<file path="config.mk">
export PLATFORM = sky130hd
export DESIGN_NAME = scc_config_mem_shadowed_flat
export DESIGN_NICKNAME = d
export VERILOG_FILES = /design/src/rtl/scc_config_mem_shadowed_if.sv /design/src/rtl/scc_config_mem_shadowed.sv /design/src/flat_wrapper.sv
export SDC_FILE = /design/constraint.sdc
export NUM_CORES = 2
export LEC_CHECK = 0
export CAP_MARGIN = 15
export CELL_PAD_IN_SITES_DETAIL_PLACEMENT = 2
export CELL_PAD_IN_SITES_GLOBAL_PLACEMENT = 2
export CORE_AREA = 2 2 551 553
export CTS_BUF_LIST = sky130_fd_sc_hd__clkbuf_8
export DETAILED_ROUTE_END_ITERATION = 10
export DIE_AREA = 0 0 553 555
export HOLD_SLACK_MARGIN = 0.05
export PLACE_DENSITY_LB_ADDON = 0.05
export SYNTH_ARGS = -nofsm -noshare
export SYNTH_HDL_FRONTEND = slang
export SYNTH_SLANG_ARGS = --single-unit
</file>
<file path="constraint.sdc">
create_clock -name i_clk -period 7.2 [get_ports i_clk]
set_clock_uncertainty 0.05 [all_clocks]
set_input_delay 1.44 -clock i_clk [delete_from_list [all_inputs] [get_ports i_clk]]
set_output_delay 1.44 -clock i_clk [all_outputs]
set_load 0.1 [all_outputs]
</file>
<file path="src/rtl/scc_config_mem_shadowed_if.sv">
// Configuration-memory bus: frame write, commit, readback and status.
// The master drives frames and read requests. The slave returns readback data and configuration.
interface scc_config_mem_shadowed_if #(
  parameter int MAX_FRAMES_PER_COL = 20,
  parameter int FRAME_BITS_PER_ROW = 32,
  parameter int NO_CONFIG_BITS     = 640,
  parameter int SEL_W              = $clog2(MAX_FRAMES_PER_COL)
);
  logic [FRAME_BITS_PER_ROW-1:0] frame_data;
  logic [MAX_FRAMES_PER_COL-1:0] frame_strobe;
  logic                          commit;
  logic                          read_en;
  logic [SEL_W-1:0]              read_sel;
  logic                          read_shadow;
  logic [FRAME_BITS_PER_ROW-1:0] read_data;
  logic                          read_valid;
  logic [MAX_FRAMES_PER_COL-1:0] frames_written;
  logic                          all_written;
  logic                          pending;
  logic                          strobe_error;
  logic [NO_CONFIG_BITS-1:0]     config_bits;
  logic [NO_CONFIG_BITS-1:0]     config_bits_n;

  modport master (
    output frame_data, frame_strobe, commit, read_en, read_sel, read_shadow,
    input  read_data, read_valid, frames_written, all_written, pending,
           strobe_error, config_bits, config_bits_n
  );

  modport slave (
    input  frame_data, frame_strobe, commit, read_en, read_sel, read_shadow,
    output read_data, read_valid, frames_written, all_written, pending,
           strobe_error, config_bits, config_bits_n
  );
endinterface

</file>
<file path="src/rtl/scc_config_mem_shadowed.sv">
// Shadowed tile configuration memory. Frames are written into a shadow array.
// A commit copies the shadow array into the active array atomically. A registered readback port is provided for verification.
module scc_config_mem_shadowed #(
  parameter int                        MAX_FRAMES_PER_COL = 20,
  parameter int                        FRAME_BITS_PER_ROW = 32,
  parameter int                        NO_CONFIG_BITS     = 640,
  parameter logic [NO_CONFIG_BITS-1:0] RESET_BITSTREAM    = '0,
  parameter int                        SEL_W              = $clog2(MAX_FRAMES_PER_COL)
) (
  input logic                        i_clk,
  input logic                        i_rst,
  scc_config_mem_shadowed_if.slave   io_cfg
);
  localparam int FULL_W = MAX_FRAMES_PER_COL * FRAME_BITS_PER_ROW;
  localparam logic [MAX_FRAMES_PER_COL-1:0] STROBE_ONE = {{(MAX_FRAMES_PER_COL-1){1'b0}}, 1'b1};
  localparam logic [SEL_W:0] SEL_LIMIT = (SEL_W+1)'(MAX_FRAMES_PER_COL);

  logic [NO_CONFIG_BITS-1:0]     r_shadow;
  logic [NO_CONFIG_BITS-1:0]     r_active;
  logic [MAX_FRAMES_PER_COL-1:0] r_frames_written;
  logic                          r_strobe_error;
  logic                          r_read_valid;
  logic [FRAME_BITS_PER_ROW-1:0] r_read_data;

  logic [FULL_W-1:0]             w_shadow_full;
  logic [FULL_W-1:0]             w_active_full;
  logic [FULL_W-1:0]             w_shadow_next;
  logic [FRAME_BITS_PER_ROW-1:0] w_shadow_frm [MAX_FRAMES_PER_COL];
  logic [FRAME_BITS_PER_ROW-1:0] w_active_frm [MAX_FRAMES_PER_COL];
  logic                          w_strobe_any;
  logic                          w_write_ok;
  logic                          w_strobe_multi;
  logic [MAX_FRAMES_PER_COL-1:0] w_frames_written_next;
  logic [FRAME_BITS_PER_ROW-1:0] w_read_frame;

  // One-hot strobe writes a frame. A multi-hot strobe is rejected and flagged.
  assign w_strobe_any   = |io_cfg.frame_strobe;
  assign w_write_ok     = w_strobe_any &&
                          ((io_cfg.frame_strobe & (io_cfg.frame_strobe - STROBE_ONE)) == '0);
  assign w_strobe_multi = w_strobe_any && !w_write_ok;

  // Zero-pad stored bits to whole frames; bits beyond NO_CONFIG_BITS read as 0
  always_comb begin
    w_shadow_full = '0;
    w_active_full = '0;
    w_shadow_full[NO_CONFIG_BITS-1:0] = r_shadow;
    w_active_full[NO_CONFIG_BITS-1:0] = r_active;
  end

  for (genvar g = 0; g < MAX_FRAMES_PER_COL; g++) begin : g_frame
    assign w_shadow_frm[g] = w_shadow_full[g*FRAME_BITS_PER_ROW +: FRAME_BITS_PER_ROW];
    assign w_active_frm[g] = w_active_full[g*FRAME_BITS_PER_ROW +: FRAME_BITS_PER_ROW];
    assign w_shadow_next[g*FRAME_BITS_PER_ROW +: FRAME_BITS_PER_ROW] =
      (w_write_ok && io_cfg.frame_strobe[g]) ? io_cfg.frame_data : w_shadow_frm[g];
  end

  // Write-tracking next state; commit wins so a same-cycle write leaves it at zero
  always_comb begin
    w_frames_written_next = r_frames_written;
    if (io_cfg.commit) begin
      w_frames_written_next = '0;
    end else if (w_write_ok) begin
      w_frames_written_next = r_frames_written | io_cfg.frame_strobe;
    end else begin
      w_frames_written_next = r_frames_written;
    end
  end

  // Readback selects from pre-edge state, giving read-before-write behaviour
  always_comb begin
    w_read_frame = '0;
    if ({1'b0, io_cfg.read_sel} < SEL_LIMIT) begin
      w_read_frame = io_cfg.read_shadow ? w_shadow_frm[io_cfg.read_sel]
                                        : w_active_frm[io_cfg.read_sel];
    end else begin
      w_read_frame = '0;
    end
  end

  // State registers; reset overrides any concurrent write, commit or read
  always_ff @(posedge i_clk) begin
    if (i_rst) begin
      r_shadow         <= RESET_BITSTREAM;
      r_active         <= RESET_BITSTREAM;
      r_frames_written <= '0;
      r_strobe_error   <= 1'b0;
      r_read_valid     <= 1'b0;
      r_read_data      <= '0;
    end else begin
      r_shadow         <= w_shadow_next[NO_CONFIG_BITS-1:0];
      r_frames_written <= w_frames_written_next;
      r_strobe_error   <= r_strobe_error | w_strobe_multi;
      r_read_valid     <= io_cfg.read_en;
      if (io_cfg.commit) begin
        r_active <= w_shadow_next[NO_CONFIG_BITS-1:0];
      end
      if (io_cfg.read_en) begin
        r_read_data <= w_read_frame;
      end
    end
  end

  assign io_cfg.config_bits    = r_active;
  assign io_cfg.config_bits_n  = ~r_active;
  assign io_cfg.frames_written = r_frames_written;
  assign io_cfg.all_written    = &r_frames_written;
  assign io_cfg.pending        = |r_frames_written;
  assign io_cfg.strobe_error   = r_strobe_error;
  assign io_cfg.read_valid     = r_read_valid;
  assign io_cfg.read_data      = r_read_data;
endmodule

</file>
<file path="src/flat_wrapper.sv">
// flat-port wrapper written by rule: the top's interface ports become plain ports
module scc_config_mem_shadowed_flat 
#(
  parameter int                        MAX_FRAMES_PER_COL = 20,
  parameter int                        FRAME_BITS_PER_ROW = 32,
  parameter int                        NO_CONFIG_BITS     = 640,
  parameter logic [NO_CONFIG_BITS-1:0] RESET_BITSTREAM    = '0,
  parameter int                        SEL_W              = $clog2(MAX_FRAMES_PER_COL)
)
  (i_clk, i_rst, io_cfg_frame_data, io_cfg_frame_strobe, io_cfg_commit, io_cfg_read_en, io_cfg_read_sel, io_cfg_read_shadow, io_cfg_read_data, io_cfg_read_valid, io_cfg_frames_written, io_cfg_all_written, io_cfg_pending, io_cfg_strobe_error, io_cfg_config_bits, io_cfg_config_bits_n);
  scc_config_mem_shadowed_if #(.MAX_FRAMES_PER_COL(MAX_FRAMES_PER_COL), .FRAME_BITS_PER_ROW(FRAME_BITS_PER_ROW), .NO_CONFIG_BITS(NO_CONFIG_BITS), .SEL_W(SEL_W)) io_cfg_i ();
  input logic i_clk;
  input logic i_rst;
  input wire logic [$bits(io_cfg_i.frame_data)-1:0] io_cfg_frame_data;
  input wire logic [$bits(io_cfg_i.frame_strobe)-1:0] io_cfg_frame_strobe;
  input wire logic [$bits(io_cfg_i.commit)-1:0] io_cfg_commit;
  input wire logic [$bits(io_cfg_i.read_en)-1:0] io_cfg_read_en;
  input wire logic [$bits(io_cfg_i.read_sel)-1:0] io_cfg_read_sel;
  input wire logic [$bits(io_cfg_i.read_shadow)-1:0] io_cfg_read_shadow;
  output wire logic [$bits(io_cfg_i.read_data)-1:0] io_cfg_read_data;
  output wire logic [$bits(io_cfg_i.read_valid)-1:0] io_cfg_read_valid;
  output wire logic [$bits(io_cfg_i.frames_written)-1:0] io_cfg_frames_written;
  output wire logic [$bits(io_cfg_i.all_written)-1:0] io_cfg_all_written;
  output wire logic [$bits(io_cfg_i.pending)-1:0] io_cfg_pending;
  output wire logic [$bits(io_cfg_i.strobe_error)-1:0] io_cfg_strobe_error;
  output wire logic [$bits(io_cfg_i.config_bits)-1:0] io_cfg_config_bits;
  output wire logic [$bits(io_cfg_i.config_bits_n)-1:0] io_cfg_config_bits_n;
  assign io_cfg_i.frame_data = io_cfg_frame_data;
  assign io_cfg_i.frame_strobe = io_cfg_frame_strobe;
  assign io_cfg_i.commit = io_cfg_commit;
  assign io_cfg_i.read_en = io_cfg_read_en;
  assign io_cfg_i.read_sel = io_cfg_read_sel;
  assign io_cfg_i.read_shadow = io_cfg_read_shadow;
  assign io_cfg_read_data = io_cfg_i.read_data;
  assign io_cfg_read_valid = io_cfg_i.read_valid;
  assign io_cfg_frames_written = io_cfg_i.frames_written;
  assign io_cfg_all_written = io_cfg_i.all_written;
  assign io_cfg_pending = io_cfg_i.pending;
  assign io_cfg_strobe_error = io_cfg_i.strobe_error;
  assign io_cfg_config_bits = io_cfg_i.config_bits;
  assign io_cfg_config_bits_n = io_cfg_i.config_bits_n;
  scc_config_mem_shadowed #(.MAX_FRAMES_PER_COL(MAX_FRAMES_PER_COL), .FRAME_BITS_PER_ROW(FRAME_BITS_PER_ROW), .NO_CONFIG_BITS(NO_CONFIG_BITS), .RESET_BITSTREAM(RESET_BITSTREAM), .SEL_W(SEL_W)) u_core (.i_clk(i_clk), .i_rst(i_rst), .io_cfg(io_cfg_i));
endmodule
</file>
# After elaboration in Yosys (flattened, before gate mapping)
# Cells that the tools add are included.
# totals
wordCells	70
regBits	1334
# op_classes
mux	28
addsub	1
bitwise_logic	5
n_lt_le_gt_ge	2
reduce_logical	28
# ops
operator	n
32-bit 2-to-1 mux	26
640-bit NOT	1
32-bit binary-select mux with 5-bit select	2
20-bit OR reduction	2
1-bit logical AND	22
20-bit bitwise AND	1
20-bit logical NOT	1
20-bit OR	1
20-bit AND reduction	1
20-bit by 1-bit subtractor with 20-bit output (second input constant)	1
6-bit greater-or-equal comparator (second input constant)	1
5-bit NOT with 6-bit output	1
5-bit < comparator (second input constant)	1
2-bit OR reduction	1
1-bit logical NOT	1
1-bit OR	1

# Logic depth before layout (Yosys ltp)
# logic_depth
word_depth	7
mapped_depth	12
ltp_nobuf	6

# Worst setup path after synthesis
# No wires, ideal clock.
# synth_timing
path_type	reg2out
startpoint	register u_core.r_frames_written[19], in the netlist u_core.io_cfg.frames_written[19]
endpoint	output io_cfg_all_written
setup_slack_ps	2117
arrival_time_ps	3593
path_stages_with_launch	4
cell_sequence	dfxtp_1 -> nand4_1 -> or3_1 -> nor3_1
# synth_between
elab_chain_len	1
# synth_rtl
element	line_no	source
start, declared	scc_config_mem_shadowed.sv:20	logic [MAX_FRAMES_PER_COL-1:0] r_frames_written;
start signal, assigned	scc_config_mem_shadowed.sv:91	r_frames_written <= w_frames_written_next;
20-bit AND reduction	scc_config_mem_shadowed.sv:106	assign io_cfg.all_written = &r_frames_written;
end, declared	flat_wrapper.sv:23	output wire logic [$bits(io_cfg_i.all_written)-1:0] io_cfg_all_written;
# Every way passes these cells.

# Worst setup path in the final report
# layout_timing
startpoint	register u_core.r_frames_written[15], in the netlist u_core.io_cfg.frames_written[15]
endpoint	output io_cfg_pending
# layout_between
elab_chain_len	1
# layout_rtl
element	line_no	source
20-bit OR reduction	scc_config_mem_shadowed.sv:107	assign io_cfg.pending = |r_frames_written;
end, declared	flat_wrapper.sv:24	output wire logic [$bits(io_cfg_i.pending)-1:0] io_cfg_pending;
# Every way passes these cells.

==> impl_metrics.yaml <==
status:
  status: "finished clean"
route:
  ant_nets: 0
  vias_per_cell: 5.39
  routed_wl_mm: 469
  drt_first_pass_iters: 5
  vias: 67700
  drt_iter0_markers: 5113
  route.detailed.drc: 0
  post_drt_wl_per_cell_um: 37.4
worst_hold_path:
  whs_path_depth: 2
  min_path_type: "flip-flop to flip-flop"
floorplanning:
  die_w_um: 553
  start_util_pct: 21.7
  row_count: 202
  io_pins: 1398
  fp.dieH_um: 555
  core_mm2: 0.301
  dieArea_mm2: 0.307
clocking:
  ctsHoldBuffers: 0
  cts_setup_buffers: 0
  clock_latency_ns: 1.07
  clk_pin_slew_worst_paths_ns: 0.07
  cts_tree: "yes"
  root_buffer: "clkbuf_8"
  htreeDepth: 5
  cts.path.max_buffers: 4
  cts-resized-gates: 0
  cts.sinks: 1334
  cts_made_buffers: 291
placed_design:
  dp_hpwl_mm: 329
  numPortBuffers: 1397
  dp.cells: 12100
  place.gp.congestion: 0.815
  placed_cell_area_mm2: 0.0815
power:
  power_density_mw_per_mm2: 244
  total_leakage_power_uw: 0.0290
  vdd_ir_drop_max_mv: 0.152
cells_and_area:
  utilization_pct: 28.9
  final_net_count: 8435
  multi_input_area_mm2: 0.0324
  layout.cells.non_filler: 12600
  mostFrequentLayoutCells: "dfxtp_1, clkdlybuf4s50_1, inv_1"
  finalInstanceArea_mm2: 0.0870
  fillCellCount: 33600
  layout_commonest_cell: "dfxtp_1"
  final_layout_size_suffix_gt1_share_pct: 12.1
  seq_area_mm2: 0.0267
  area_delta_synth_final_pct: 33.3
logic_synthesis:
  syn_area_per_cell_um2: 8.78
  synth.largest_area_cell: "dfxtp_1"
  syn_inst: 7429
  synth_top_area_share_pct: 40.9
  syn_area_mm2: 0.0653
  synth_cell_types: 41
  synth_area_leaders: "dfxtp_1, mux4_2, a311oi_1"
  yosysWarnings: 0
  yosysSeqAreaShare_pct: 40.9
  ys_ff_latch: 1334
  synth_nets: 7491
global_route:
  grt_max_degree: 228
  grt_usage_pct: 29.5
  grt_overflow: 0
  grt_pass1_wl_mm: 631
  grt_pass1_vias: 70100
  antenna_found_initial: 102
critical_path:
  crit_arrival_ns: 3.91
  crit_type: "flip-flop to output port"
  critPathMaxFanout: 4
  crit_required_ns: 5.71
  startpoint_type: "flip-flop"
  regToRegSetupSlack_ns: 4.99
  reg2regPathDepth: 4
  endpoint_kind: "output port"
sta:
  fmax_ghz: 0.185
  setup-tns-final_ns: 0
  slew_headroom_pct: 7.61
  report.final.slew_viol_count: 0
  finalCriticalPeriod_ns: 5.40
  tightest_slew_ns: 1.39
  finalCritPeriodShare_pct: 75.0
  rsz0062_at_grt: "false"
  setup_viol: 0
  finalHoldViolations: 0
flow_run:
  max_cap_viol_count: 0
==> layer usage <==
| metal | vias up | global-route usage, % | routed length, µm | share of wire, % |
|---|---|---|---|---|
| li1 | 29000 | - | - | - |
| met2 | 2369 | 49.5 | 223000 | 48 |
| met4 | 20 | 8.64 | 14400 | 3.1 |
| met5 | - | 0 | 143 | 0.030 |
| met3 | 505 | 5.51 | 26700 | 5.7 |
| met1 | 35800 | 38.3 | 205000 | 44 |
==> sequential cells by signal, summed over array words and instances (netlist names) <==
register,flops
u_core.io_cfg.read_valid,1
u_core.io_cfg.read_data,32
u_core.r_shadow,640
u_core.io_cfg.frames_written,20
u_core.io_cfg.strobe_error,1
u_core.io_cfg.config_bits,640
==> final cells by class <==
class / count / area share (%)
inverter: 665 / 2.87
clock inverter: 108 / 0.545
multi-input combinational: 4557 / 37.3
antenna: 46 / 0.132
sequential: 1334 / 30.7
timing repair buffer: 1524 / 17.2
tap: 3978 / 5.72
clock buffer: 351 / 5.55
==> path summary, 6_finish.rpt <==
check | start | end
hold / removal | u_core.io_cfg.read_data[23]$_SDFFE_PP0P_ | u_core.io_cfg.read_data[23]$_SDFFE_PP0P_
setup / recovery | u_core.io_cfg.frames_written[15]$_SDFFE_PP0P_ | io_cfg_pending
setup reg to reg | u_core.io_cfg.config_bits[314]$_SDFFE_PP0P_ | u_core.io_cfg.read_data[26]$_SDFFE_PP0P_
hold reg to reg | u_core.io_cfg.read_data[23]$_SDFFE_PP0P_ | u_core.io_cfg.read_data[23]$_SDFFE_PP0P_
==> cell usage after synthesis <==
cell      instances
or3_1            35
buf_2             7
buf_6            60
or4_1           563
nor4_4            3
o21ai_0         707
a211oi_1         33
nand2_1         580
inv_1           665
and2_1            3
nor3_1            6
o31ai_1           1
a311oi_1        608
a2111o_1          1
a21oi_1         642
o21a_1           52
nor2_1          694
o211a_1           2
a31oi_1           1
buf_4             1
clkbuf_1        772
o31a_1            2
nand3_1          35
o22a_1            2
o32a_1            1
a31o_2            1
o31ai_2           1
and3_1            3
mux2_2           32
or2_2             2
nor2b_1          34
nor4_1            5
nand4_1           7
mux4_2          352
o211ai_1         49
buf_1            33
a41oi_1           1
dfxtp_1        1334
nand4_2           1
maj3_1            2
mux2i_1          96
==> stage by stage <==
| step | power (µW) | setup slack [ns] | hold WS [ns] |
|---|---|---|---|
| finish | 21200 | 1.80 | 0.434 |
| global route | 21900 | 1.51 | 0.448 |
| CTS | 21500 | 1.53 | 0.432 |
| detailed placement | 13200 | 1.63 | 0.419 |
| global placement | 13200 | 1.72 | 0.401 |
| floorplan | 11400 | 2.12 | 0.430 |
==> worst max-delay path, stage by stage (launching register included) <==
cell and delay [ns]:
dfxtp_1 0.34, nor4_1 0.78, and3_1 0.38, nand3_1 0.26, clkdlybuf4s50_1 1.11
==> power breakdown <==
group	switching, µW	internal (µW)
Combinational	4030	1030
Sequential	408	7570
Clock	3820	4380
Total	8250	13000
==> kinds of logic (layout without fill, tap and decap cells) <==
| logic type | after synthesis | count (layout) | synth area share [%] |
|---|---|---|---|
| fa+ha+maj | 2 | 2 | 0.0307 |
| mux | 480 | 480 | 14.2 |
| buf+inv | 1538 | 2648 | 9.56 |
| simple gates | 1971 | 1971 | 15.1 |
| compound gates | 2104 | 2104 | 20.2 |
| flops | 1334 | 1334 | 40.9 |
| other cells | 0 | 46 | 0 |
(Power assumes the default switching activity.)
